[config.mk]
export PLATFORM = sky130hd
export DESIGN_NAME = unified_mem_arbiter_flat
export DESIGN_NICKNAME = d
export VERILOG_FILES = /design/src/rtl/unified_mem_arbiter_pkg.sv /design/src/rtl/unified_mem_arbiter_if.sv /design/src/rtl/unified_mem_arbiter_mem_lat_counter.sv /design/src/rtl/unified_mem_arbiter.sv /design/src/flat_wrapper.sv
export SDC_FILE = /design/constraint.sdc
export NUM_CORES = 1
export LEC_CHECK = 0
export BUFFER_PORTS_ARGS = -buffer_cell sky130_fd_sc_hd__buf_2
export CAP_MARGIN = 0
export CELL_PAD_IN_SITES_DETAIL_PLACEMENT = 0
export CELL_PAD_IN_SITES_GLOBAL_PLACEMENT = 2
export CORE_UTILIZATION = 22
export CTS_CLUSTER_DIAMETER = 120
export DETAILED_ROUTE_END_ITERATION = 10
export PLACE_DENSITY = 0.82
export SLEW_MARGIN = 0
export SYNTH_ARGS = -nofsm -noshare
export SYNTH_HDL_FRONTEND = slang
export SYNTH_SLANG_ARGS = --single-unit
[constraint.sdc]
create_clock -name clk -period 2.3 [get_ports clk]
set_input_delay 0.115 -clock clk [delete_from_list [all_inputs] [get_ports clk]]
set_output_delay 0.115 -clock clk [all_outputs]
set_load 0.05 [all_outputs]
[src/rtl/unified_mem_arbiter_pkg.sv]
// Shared types and constants for the unified memory arbiter.
package mem_arb_pkg;

    // Legal range of the memory read latency and the width of the latency counter.
    localparam int MEM_LAT_MIN = 1;
    localparam int MEM_LAT_MAX = 15;
    localparam int CNT_W       = 4;

    typedef enum logic [1:0] {
        IDLE    = 2'd0,
        DM_BUSY = 2'd1,
        IF_BUSY = 2'd2
    } arb_state_t;

    typedef enum logic {
        GNT_IF = 1'b0,
        GNT_DM = 1'b1
    } arb_gnt_t;

    // A requester wants the memory when it asks and has no result parked yet.
    function automatic logic is_pending(input logic req, input logic done);
        return req & ~done;
    endfunction

endpackage

[src/rtl/unified_mem_arbiter_if.sv]
// Requester and memory-port signals shared between the pipeline and the arbiter.
interface mem_arb_if
    import mem_arb_pkg::*;
#(
    parameter int ADDR_W = 32,
    parameter int DATA_W = 32
);
    logic              if_req;
    logic [ADDR_W-1:0] if_addr;
    logic              if_ready;
    logic [DATA_W-1:0] if_rdata;
    logic              dm_req;
    logic              dm_we;
    logic [ADDR_W-1:0] dm_addr;
    logic [DATA_W-1:0] dm_wdata;
    logic              dm_ready;
    logic [DATA_W-1:0] dm_rdata;
    logic              advance;
    logic              mem_en;
    logic              mem_we;
    logic [ADDR_W-1:0] mem_addr;
    logic [DATA_W-1:0] mem_wdata;
    logic [DATA_W-1:0] mem_rdata;
    logic              busy;

    // Arbiter side.
    modport slave (
        input  if_req, if_addr, dm_req, dm_we, dm_addr, dm_wdata, advance, mem_rdata,
        output if_ready, if_rdata, dm_ready, dm_rdata, mem_en, mem_we, mem_addr,
               mem_wdata, busy
    );

    // Pipeline and memory side.
    modport master (
        output if_req, if_addr, dm_req, dm_we, dm_addr, dm_wdata, advance, mem_rdata,
        input  if_ready, if_rdata, dm_ready, dm_rdata, mem_en, mem_we, mem_addr,
               mem_wdata, busy
    );

endinterface

[src/rtl/unified_mem_arbiter_mem_lat_counter.sv]
// Loadable up-counter that flags when the memory read data is due.
module mem_lat_counter
    import mem_arb_pkg::*;
#(
    parameter int LAT = 2
)(
    input  logic clk,
    input  logic rst,
    input  logic load,
    input  logic en,
    output logic tc
);
    localparam logic [CNT_W-1:0] TC_VAL = CNT_W'(LAT);

    logic [CNT_W-1:0] cnt_r;

    // Restart at zero on a new issue, otherwise count the cycles of the access.
    always_ff @(posedge clk) begin
        if (rst) begin
            cnt_r <= {CNT_W{1'b0}};
        end else if (load) begin
            cnt_r <= {CNT_W{1'b0}};
        end else if (en) begin
            cnt_r <= cnt_r + 4'd1;
        end else begin
            cnt_r <= cnt_r;
        end
    end

    assign tc = (cnt_r == TC_VAL);

endmodule

[src/rtl/unified_mem_arbiter.sv]
// Shares one fixed-latency memory port between instruction fetch and data access.
// Data side has fixed priority; each result is parked until the pipeline advances.
module unified_mem_arbiter
    import mem_arb_pkg::*;
#(
    parameter int ADDR_W  = 32,
    parameter int DATA_W  = 32,
    parameter int MEM_LAT = 2
)(
    input  logic     clk,
    input  logic     rst,
    mem_arb_if.slave bus
);
    arb_state_t        state_r, next_state_s;
    arb_gnt_t          gnt_s;
    logic              issue_s, rearb_s, tc_s, complete_s;
    logic              if_pend_s, dm_pend_s, cap_if_s, cap_dm_s;
    logic              if_done_r, dm_done_r, if_done_nx_s, dm_done_nx_s, discard_r;
    logic              mem_en_r, mem_we_r;
    logic [ADDR_W-1:0] mem_addr_r;
    logic [DATA_W-1:0] mem_wdata_r, if_rdata_r, dm_rdata_r;

    mem_lat_counter #(.LAT(MEM_LAT)) u_cnt (
        .clk  (clk),
        .rst  (rst),
        .load (issue_s),
        .en   (state_r != IDLE),
        .tc   (tc_s)
    );

    assign complete_s = (state_r != IDLE) && tc_s;

    // Next state, done-flag updates, capture strobes and grant selection.
    always_comb begin
        next_state_s = state_r;
        gnt_s        = GNT_IF;
        issue_s      = 1'b0;
        rearb_s      = 1'b0;
        if_pend_s    = 1'b0;
        dm_pend_s    = 1'b0;
        cap_if_s     = 1'b0;
        cap_dm_s     = 1'b0;
        if_done_nx_s = if_done_r;
        dm_done_nx_s = dm_done_r;
        if (bus.advance) begin
            if_done_nx_s = 1'b0;
            dm_done_nx_s = 1'b0;
        end else begin
            if_done_nx_s = if_done_r;
            dm_done_nx_s = dm_done_r;
        end
        case (state_r)
            IDLE: begin
                rearb_s   = 1'b1;
                if_pend_s = is_pending(bus.if_req, if_done_r);
                dm_pend_s = is_pending(bus.dm_req, dm_done_r);
            end
            DM_BUSY: begin
                if (complete_s) begin
                    // A store completes without touching the load data register.
                    dm_done_nx_s = 1'b1;
                    cap_dm_s     = ~mem_we_r;
                    rearb_s      = 1'b1;
                    if_pend_s    = is_pending(bus.if_req, if_done_nx_s);
                    dm_pend_s    = is_pending(bus.dm_req, dm_done_nx_s);
                end else begin
                    rearb_s = 1'b0;
                end
            end
            IF_BUSY: begin
                if (complete_s) begin
                    // A fetch flushed mid-flight is dropped and re-requested.
                    if (!discard_r) begin
                        if_done_nx_s = 1'b1;
                        cap_if_s     = 1'b1;
                    end else begin
                        cap_if_s = 1'b0;
                    end
                    rearb_s   = 1'b1;
                    if_pend_s = is_pending(bus.if_req, if_done_nx_s);
                    dm_pend_s = is_pending(bus.dm_req, dm_done_nx_s);
                end else begin
                    rearb_s = 1'b0;
                end
            end
            default: begin
                next_state_s = IDLE;
            end
        endcase
        if (rearb_s) begin
            if (dm_pend_s) begin
                next_state_s = DM_BUSY;
                gnt_s        = GNT_DM;
                issue_s      = 1'b1;
            end else if (if_pend_s) begin
                next_state_s = IF_BUSY;
                gnt_s        = GNT_IF;
                issue_s      = 1'b1;
            end else begin
                next_state_s = IDLE;
            end
        end else begin
            gnt_s = GNT_IF;
        end
    end

    // State register.
    always_ff @(posedge clk) begin
        if (rst) begin
            state_r <= IDLE;
        end else begin
            state_r <= next_state_s;
        end
    end

    // Done flags and the flush marker for an in-flight fetch.
    always_ff @(posedge clk) begin
        if (rst) begin
            if_done_r <= 1'b0;
            dm_done_r <= 1'b0;
            discard_r <= 1'b0;
        end else begin
            if_done_r <= if_done_nx_s;
            dm_done_r <= dm_done_nx_s;
            if (issue_s || complete_s) begin
                discard_r <= 1'b0;
            end else if ((state_r == IF_BUSY) && bus.advance) begin
                discard_r <= 1'b1;
            end else begin
                discard_r <= discard_r;
            end
        end
    end

    // Memory port: strobe for one cycle on issue, address/data/we hold in between.
    always_ff @(posedge clk) begin
        if (rst) begin
            mem_en_r    <= 1'b0;
            mem_we_r    <= 1'b0;
            mem_addr_r  <= {ADDR_W{1'b0}};
            mem_wdata_r <= {DATA_W{1'b0}};
        end else begin
            mem_en_r <= issue_s;
            if (issue_s && (gnt_s == GNT_DM)) begin
                mem_we_r    <= bus.dm_we;
                mem_addr_r  <= bus.dm_addr;
                mem_wdata_r <= bus.dm_wdata;
            end else if (issue_s) begin
                mem_we_r    <= 1'b0;
                mem_addr_r  <= bus.if_addr;
                mem_wdata_r <= mem_wdata_r;
            end else begin
                mem_we_r    <= mem_we_r;
                mem_addr_r  <= mem_addr_r;
                mem_wdata_r <= mem_wdata_r;
            end
        end
    end

    // Result registers: capture read data on completion and hold it afterwards.
    always_ff @(posedge clk) begin
        if (rst) begin
            if_rdata_r <= {DATA_W{1'b0}};
            dm_rdata_r <= {DATA_W{1'b0}};
        end else begin
            if (cap_if_s) begin
                if_rdata_r <= bus.mem_rdata;
            end else begin
                if_rdata_r <= if_rdata_r;
            end
            if (cap_dm_s) begin
                dm_rdata_r <= bus.mem_rdata;
            end else begin
                dm_rdata_r <= dm_rdata_r;
            end
        end
    end

    assign bus.mem_en    = mem_en_r;
    assign bus.mem_we    = mem_we_r;
    assign bus.mem_addr  = mem_addr_r;
    assign bus.mem_wdata = mem_wdata_r;
    assign bus.if_rdata  = if_rdata_r;
    assign bus.dm_rdata  = dm_rdata_r;
    assign bus.if_ready  = if_done_r & bus.if_req;
    assign bus.dm_ready  = dm_done_r & bus.dm_req;
    assign bus.busy      = (state_r != IDLE);

endmodule

[src/flat_wrapper.sv]
// flat-port wrapper written by rule: the top's interface ports become plain ports
module unified_mem_arbiter_flat import mem_arb_pkg::*;
#(
    parameter int ADDR_W  = 32,
    parameter int DATA_W  = 32,
    parameter int MEM_LAT = 2
)
  (clk, rst, bus_if_req, bus_if_addr, bus_dm_req, bus_dm_we, bus_dm_addr, bus_dm_wdata, bus_advance, bus_mem_rdata, bus_if_ready, bus_if_rdata, bus_dm_ready, bus_dm_rdata, bus_mem_en, bus_mem_we, bus_mem_addr, bus_mem_wdata, bus_busy);
  mem_arb_if #(.ADDR_W(ADDR_W), .DATA_W(DATA_W)) bus_i ();
  input  logic clk;
  input  logic rst;
  input wire logic [$bits(bus_i.if_req)-1:0] bus_if_req;
  input wire logic [$bits(bus_i.if_addr)-1:0] bus_if_addr;
  input wire logic [$bits(bus_i.dm_req)-1:0] bus_dm_req;
  input wire logic [$bits(bus_i.dm_we)-1:0] bus_dm_we;
  input wire logic [$bits(bus_i.dm_addr)-1:0] bus_dm_addr;
  input wire logic [$bits(bus_i.dm_wdata)-1:0] bus_dm_wdata;
  input wire logic [$bits(bus_i.advance)-1:0] bus_advance;
  input wire logic [$bits(bus_i.mem_rdata)-1:0] bus_mem_rdata;
  output wire logic [$bits(bus_i.if_ready)-1:0] bus_if_ready;
  output wire logic [$bits(bus_i.if_rdata)-1:0] bus_if_rdata;
  output wire logic [$bits(bus_i.dm_ready)-1:0] bus_dm_ready;
  output wire logic [$bits(bus_i.dm_rdata)-1:0] bus_dm_rdata;
  output wire logic [$bits(bus_i.mem_en)-1:0] bus_mem_en;
  output wire logic [$bits(bus_i.mem_we)-1:0] bus_mem_we;
  output wire logic [$bits(bus_i.mem_addr)-1:0] bus_mem_addr;
  output wire logic [$bits(bus_i.mem_wdata)-1:0] bus_mem_wdata;
  output wire logic [$bits(bus_i.busy)-1:0] bus_busy;
  assign bus_i.if_req = bus_if_req;
  assign bus_i.if_addr = bus_if_addr;
  assign bus_i.dm_req = bus_dm_req;
  assign bus_i.dm_we = bus_dm_we;
  assign bus_i.dm_addr = bus_dm_addr;
  assign bus_i.dm_wdata = bus_dm_wdata;
  assign bus_i.advance = bus_advance;
  assign bus_i.mem_rdata = bus_mem_rdata;
  assign bus_if_ready = bus_i.if_ready;
  assign bus_if_rdata = bus_i.if_rdata;
  assign bus_dm_ready = bus_i.dm_ready;
  assign bus_dm_rdata = bus_i.dm_rdata;
  assign bus_mem_en = bus_i.mem_en;
  assign bus_mem_we = bus_i.mem_we;
  assign bus_mem_addr = bus_i.mem_addr;
  assign bus_mem_wdata = bus_i.mem_wdata;
  assign bus_busy = bus_i.busy;
  unified_mem_arbiter #(.ADDR_W(ADDR_W), .DATA_W(DATA_W), .MEM_LAT(MEM_LAT)) u_core (.clk(clk), .rst(rst), .bus(bus_i));
endmodule
; ---- After elaboration in Yosys (flattened, before gate mapping)
; Index checks and enable logic that the tools add are counted.
[word_totals]
regBits = 139
output_inout_bits = 133
input_bits = 134
word_cells = 74
[op_classes]
muxes = 34
eq_ne = 4
bitwise = 13
addsub = 1
reduce_logical = 11
[ops]
columns = cell, n
row1 = 32-bit 2-to-1 mux, 2
row2 = 1-bit 2-to-1 mux, 25
row3 = 2-bit 2-to-1 mux, 4
row4 = 1-bit AND, 7
row5 = 1-bit NOT, 6
row6 = 2-bit OR reduction, 3
row7 = 4-bit by 1-bit adder with 4-bit output (second input constant), 1
row8 = 4-bit by 2-bit equality test with 1-bit output (second input constant), 1
row9 = 1-bit one-hot mux with 2 select lines, 2
row10 = 2-bit nonzero test, 2
row11 = 1-bit logical AND, 3
row12 = 1-bit one-hot mux with 3 select lines, 1
row13 = 3-bit OR reduction, 1
row14 = 2-bit by 1-bit equality test with 1-bit output (second input constant), 1
row15 = 2-bit equality test (second input constant), 1
row16 = 2-bit zero test, 1
row17 = 2-bit by 1-bit != test with 1-bit output (second input constant), 1
row18 = 1-bit logical OR, 1

; ---- Longest topological paths before layout
[depth]
ltp_word = 13
ltp_mapped = 11
ltp_nobuf = 7

; ---- Cells and area by module
; Synthesis repeated with hierarchy kept, for this count alone.
[unflattened]
cells_unflattened = 628
area_unflattened_um2 = 5278.8
[modules_own_cells]
columns = mod, cells_per_inst, seq_area_each_um2, area_per_inst_um2, n_inst
row1 = unified_mem_arbiter, 608, 2702.6, 5079.9, 1
row2 = mem_lat_counter, 20, 80.1, 198.9, 1

; ---- Worst setup path before layout
; Ideal clock, no wire load.
[synth_timing]
path_type = reg2reg
start = register u_core.state_r[0]
end = register u_core.mem_wdata_r[10] (netlist: u_core.bus.mem_wdata[10])
n_path_buf = 4
slack_ps = -41
stages_incl_launch_ff = 12
synth_period_minus_slack_ps = 2341
setup_ps = 132
t_arrival_ps = 2209
t_required_ps = 2168
cell_sequence = dfxtp_1 > inv_1 > ha_1 > buf_2 > nor4b_4 > a41oi_1 > buf_2 > or3_1 > clkbuf_1 > clkbuf_1 > nand2_1 > a21oi_1
[synth_via]
elab_chain_cells = 8
word_cells_on_any_way = 19
classes_between = 2 x eq/ne / 12 x mux / 5 x reduce/logical
[synth_lines]
columns = item, line_no
row1 = from (decl), unified_mem_arbiter.sv:14  ; arb_state_t state_r, next_state_s;
row2 = from (signal assigned), unified_mem_arbiter.sv:112  ; state_r <= next_state_s;
row3 = 2-bit nonzero test, unified_mem_arbiter.sv:31  ; assign complete_s = (state_r != IDLE) && tc_s;
row4 = 1-bit logical AND, unified_mem_arbiter.sv:31
row5 = "1-bit 2-to-1 mux, on equally long branches", "unified_mem_arbiter.sv:71, unified_mem_arbiter.sv:59"
row6 = 1-bit one-hot mux with 3 select lines, unified_mem_arbiter.sv:52  ; case (state_r)
row7 = 1-bit 2-to-1 mux, unified_mem_arbiter.sv:95  ; end else if (if_pend_s) begin
row8 = 1-bit 2-to-1 mux, unified_mem_arbiter.sv:91  ; if (dm_pend_s) begin
row9 = 1-bit 2-to-1 mux, unified_mem_arbiter.sv:90  ; if (rearb_s) begin
row10 = 1-bit logical AND *, unified_mem_arbiter.sv:144  ; if (issue_s && (gnt_s == GNT_DM)) begin
row11 = to (signal assigned), unified_mem_arbiter.sv:141  ; mem_wdata_r <= {DATA_W{1'b0}};
row12 = to (signal assigned), unified_mem_arbiter.sv:147  ; mem_wdata_r <= bus.dm_wdata;
row13 = to (signal assigned), unified_mem_arbiter.sv:151  ; mem_wdata_r <= mem_wdata_r;
row14 = to (decl), unified_mem_arbiter.sv:21  ; logic [DATA_W-1:0] mem_wdata_r, if_rdata_r, dm_rdata_r;
; Mark *: on every way between the ends. The rest lies on a longest branch, timed or not.
; A chain may end at the register's enable or synchronous reset.

; ---- Final worst setup path
[layout_timing]
start = register u_core.state_r[1]
end = register u_core.mem_addr_r[16] (netlist: u_core.bus.mem_addr[16])
[layout_via]
elab_chain_cells = 9
word_cells_on_any_way = 21
classes_between = 2 x eq/ne / 13 x mux / 6 x reduce/logical
[layout_lines]
columns = item, line_no
row1 = 2-bit nonzero test, unified_mem_arbiter.sv:31
row2 = 1-bit logical AND, unified_mem_arbiter.sv:31
row3 = "1-bit 2-to-1 mux, on equally long branches", "unified_mem_arbiter.sv:71, unified_mem_arbiter.sv:59"
row4 = 1-bit one-hot mux with 3 select lines, unified_mem_arbiter.sv:52
row5 = 1-bit 2-to-1 mux, unified_mem_arbiter.sv:95
row6 = 1-bit 2-to-1 mux, unified_mem_arbiter.sv:91
row7 = 1-bit 2-to-1 mux, unified_mem_arbiter.sv:90
row8 = 1-bit logical AND, unified_mem_arbiter.sv:144
row9 = 32-bit 2-to-1 mux or 2-bit nonzero test (tied branches), n/a
row10 = to (signal assigned), unified_mem_arbiter.sv:146  ; mem_addr_r <= bus.dm_addr;
row11 = to (signal assigned), unified_mem_arbiter.sv:150  ; mem_addr_r <= bus.if_addr;
row12 = to (signal assigned), unified_mem_arbiter.sv:154  ; mem_addr_r <= mem_addr_r;
row13 = to (decl), unified_mem_arbiter.sv:20  ; logic [ADDR_W-1:0] mem_addr_r;
; Parallel ways exist; a longest one is shown, timed or not.

==> flow_metrics.tcl <==
set metrics [dict create \
    status "finished, final reports clean" \
    layout-area-overhead-vs-synth_pct 62.9 \
    drt.antenna.violating_nets 0 \
    dr_wl_met2_mm 8.96 \
    antenna_found_initial 0 \
    die_w_um 158 \
    dp_hpwl_mm 11.5 \
    crit_path_end_kind "flop" \
    route.met3.wl_mm 1.40 \
    drv_slew 0 \
    r2r_cells 10 \
    drv_cap 0 \
    wl_mm 18.6 \
    grt_use_total 0.140 \
    fin_worst_skew_ns 0.00952 \
    async_reset_ff_frac 0 \
    yosys_most_used_dff "dfxtp_1" \
    place_inst 1189 \
    r2r-end "u_core.bus.mem_addr[16]" \
    routedWlPerCell_um 14.3 \
    ys_seq_elements 139 \
    synthesis.area_um2 5350 \
    hold_start "bus_dm_addr[26]" \
    synth.most_common_cell "nand2_1" \
    ys_seq_area_frac 0.520 \
    min_to "u_core.bus.mem_addr[26]" \
    top_layer_used "met4" \
    avgSynthCellArea_um2 8.50 \
    min_path_cells 3 \
    die-area_um2 25000 \
    gp_congestion 0.749 \
    cts-buffers-inserted 17 \
    start_kind "flop" \
    critPathKind "flop to flop" \
    cts_root_buf "clkbuf_16" \
    hold_viol 0 \
    coreArea_um2 23700 \
    first_pass_iters 4 \
    portBuffers 266 \
    htreeDepth 4 \
    regArea_um2 2790 \
    pin_count 267 \
    dp_worst_setup_slack_ns -0.0121 \
    leakage_nw 3.91 \
    hold_slack_ns 0.0242 \
    r2r_start "u_core.state_r[1]" \
    setup-tns-final_ns 0 \
    final_net_count 1108 \
    syn_inst 630 \
    synth_common_cells "195 x nand2_1, 139 x dfxtp_1, 102 x a21oi_1" \
    clkTransAtPathRegs_ns 0.07 \
    final_core_util 0.368 \
    power.density_nw_per_um2 847 \
    yosysWarningCount 0 \
    grt.overflow.total 0 \
    synth_nets 770 \
    cts_tree "yes" \
    ctsLongestPathBuffers 2 \
    ir_drop_uv 388 \
    clock-sinks 139 \
    min_path_type "primary input to flop" \
    insertion_delay_ns 0.43 \
    ys_types 31 \
    grt_max_degree 64 \
    vias 5476 \
    chipHeight_um 158 \
    drive_above_1_share 0.373 \
    viasPerCell 4.21 \
    grt_pass1_vias 5098 \
    met1_length_mm 8.06 \
    cp_max_fo 7 \
    synth.top_cell.area_share 0.520 \
    fillerInstances 2489 \
    report.final.setup_viol 0 \
    max-slew-margin-rel 0.700 \
    stdcell_count 1300 \
    cp.required_ns 2.64 \
    drt_iter0_drc 193 \
    worst_slack_ns 0.0582 \
    timing.final.crit_period_ns 2.24 \
    fmax_ghz 0.446 \
    antennaDiodeCount 0 \
    arrival_ns 2.58 \
    rrSetupSlack_ns 0.06 \
    drc 0 \
    row_count 56 \
    synth.top_cells.by_area "dfxtp_1 52%, nand2_1 14%, a21oi_1 9.5%" \
    initial_core_util 0.226 \
    multi_input_area_um2 2410 \
    finalCritPeriodShare 0.975 \
    synth.largest_area_cell "dfxtp_1" \
    worst_pin_slew_ns 0.450 \
    synth_edf_count 0 \
    grt_pass1_wl_mm 26.7 \
]
-- how the worst max path moves through the flow --
stage                      startpoint                       to  slack (ns)  cells past startpoint
detailed placement  u_core.state_r[0]  u_core.bus.mem_addr[22]       -0.01                      8
finish              u_core.state_r[1]  u_core.bus.mem_addr[16]        0.06                     10
global placement    u_core.state_r[0]  u_core.bus.mem_addr[31]        0.07                      8
global route        u_core.state_r[1]  u_core.bus.mem_addr[16]       -0.05                     10
CTS                 u_core.state_r[0]  u_core.bus.mem_addr[20]       0.004                      8
floorplan           u_core.state_r[0]  u_core.bus.if_rdata[10]      -0.005                      9
-- placed cells by master (no fill, tap or decap), drive strengths merged --
cell,instances
a211oi,32
a21oi,102
a311oi,1
a31oi,1
a32oi,1
a41oi,1
and2,2
and3b,2
buf,297
clkbuf,23
clkinvlp,4
dfxtp,139
dlygate4sd3,65
ha,6
inv,16
mux2i,32
nand2,195
nand2b,4
nand4,3
nor2,38
nor2b,2
nor3,6
nor4,1
nor4b,1
or2,2
or3,1
or4b,1
xnor2,1
xor2,2
-- critical path, stage by stage (launching register included) --
cell and delay (ns):
dfxtp_2 0.33, inv_2 0.05, ha_4 0.17, nor4b_4 0.29, buf_4 0.17, a41oi_4 0.14
a311oi_4 0.41, buf_12 0.18, clkbuf_16 0.15, nor2_1 0.05, a211oi_2 0.21
-- state kept, by name (all words and copies together) (netlist names) --
register,cells
u_core.bus.mem_en,1
u_core.bus.mem_we,1
u_core.bus.if_rdata,32
u_core.bus.mem_addr,32
u_core.bus.mem_wdata,32
u_core.if_done_r,1
u_core.bus.dm_rdata,32
u_core.state_r,2
u_core.discard_r,1
u_core.dm_done_r,1
u_core.u_cnt.cnt_r,4
-- where the power goes --
part,leakage (nW),internal [mW],switching [mW]
logic,2.51,0.759,1.28
registers,1.13,2.58,0.0821
clock network,0.267,1.45,1.22
total,3.91,4.80,2.58
-- what timing repair did --
item | in CTS | in global routing
hold endpoints to repair | 97 | 0
gates cloned | 1 | 7
pin swaps | 1 | 7
setup buffers | 1 | 5
endpoints found under the setup margin | 28 | 71
hold buffers | 65 | 0
resized for setup | 1 | 18
-- metrics by stage --
step                      total power [mW]  cell area, um^2
after floorplan                       3.90             5360
after global placement                4.37             7190
after detailed placement              4.39             7190
after CTS                             7.23             8440
after global routing                  7.73             8720
final                                 7.38             8720
-- metal layers --
| layer | vias up | track usage |
|---|---|---|
| met5 | - | 0 |
| met4 | 0 | 0.0449 |
| met3 | 20 | 0.0517 |
| met2 | 177 | 0.247 |
| met1 | 2492 | 0.156 |
| li1 | 2787 | - |
-- layout make-up --
type                            count  area share
Clock buffer                       18      0.0504
Clock inverter                     14      0.0144
Inverter                            6     0.00258
Multi-Input combinational cell    437       0.276
Sequential cell                   139       0.320
Tap cell                          319      0.0458
Timing Repair Buffer              367       0.291
-- kinds of logic after synthesis --
kind of cell | count (synthesis) | synth area share
xor+xnor | 3 | 0.00491
simple gates | 258 | 0.197
compound gates | 138 | 0.159
mux | 32 | 0.0598
flops | 139 | 0.520
fa+ha+maj | 6 | 0.0140
buf+inv | 54 | 0.0453
Note: power is estimated with default switching activity, not from simulation.
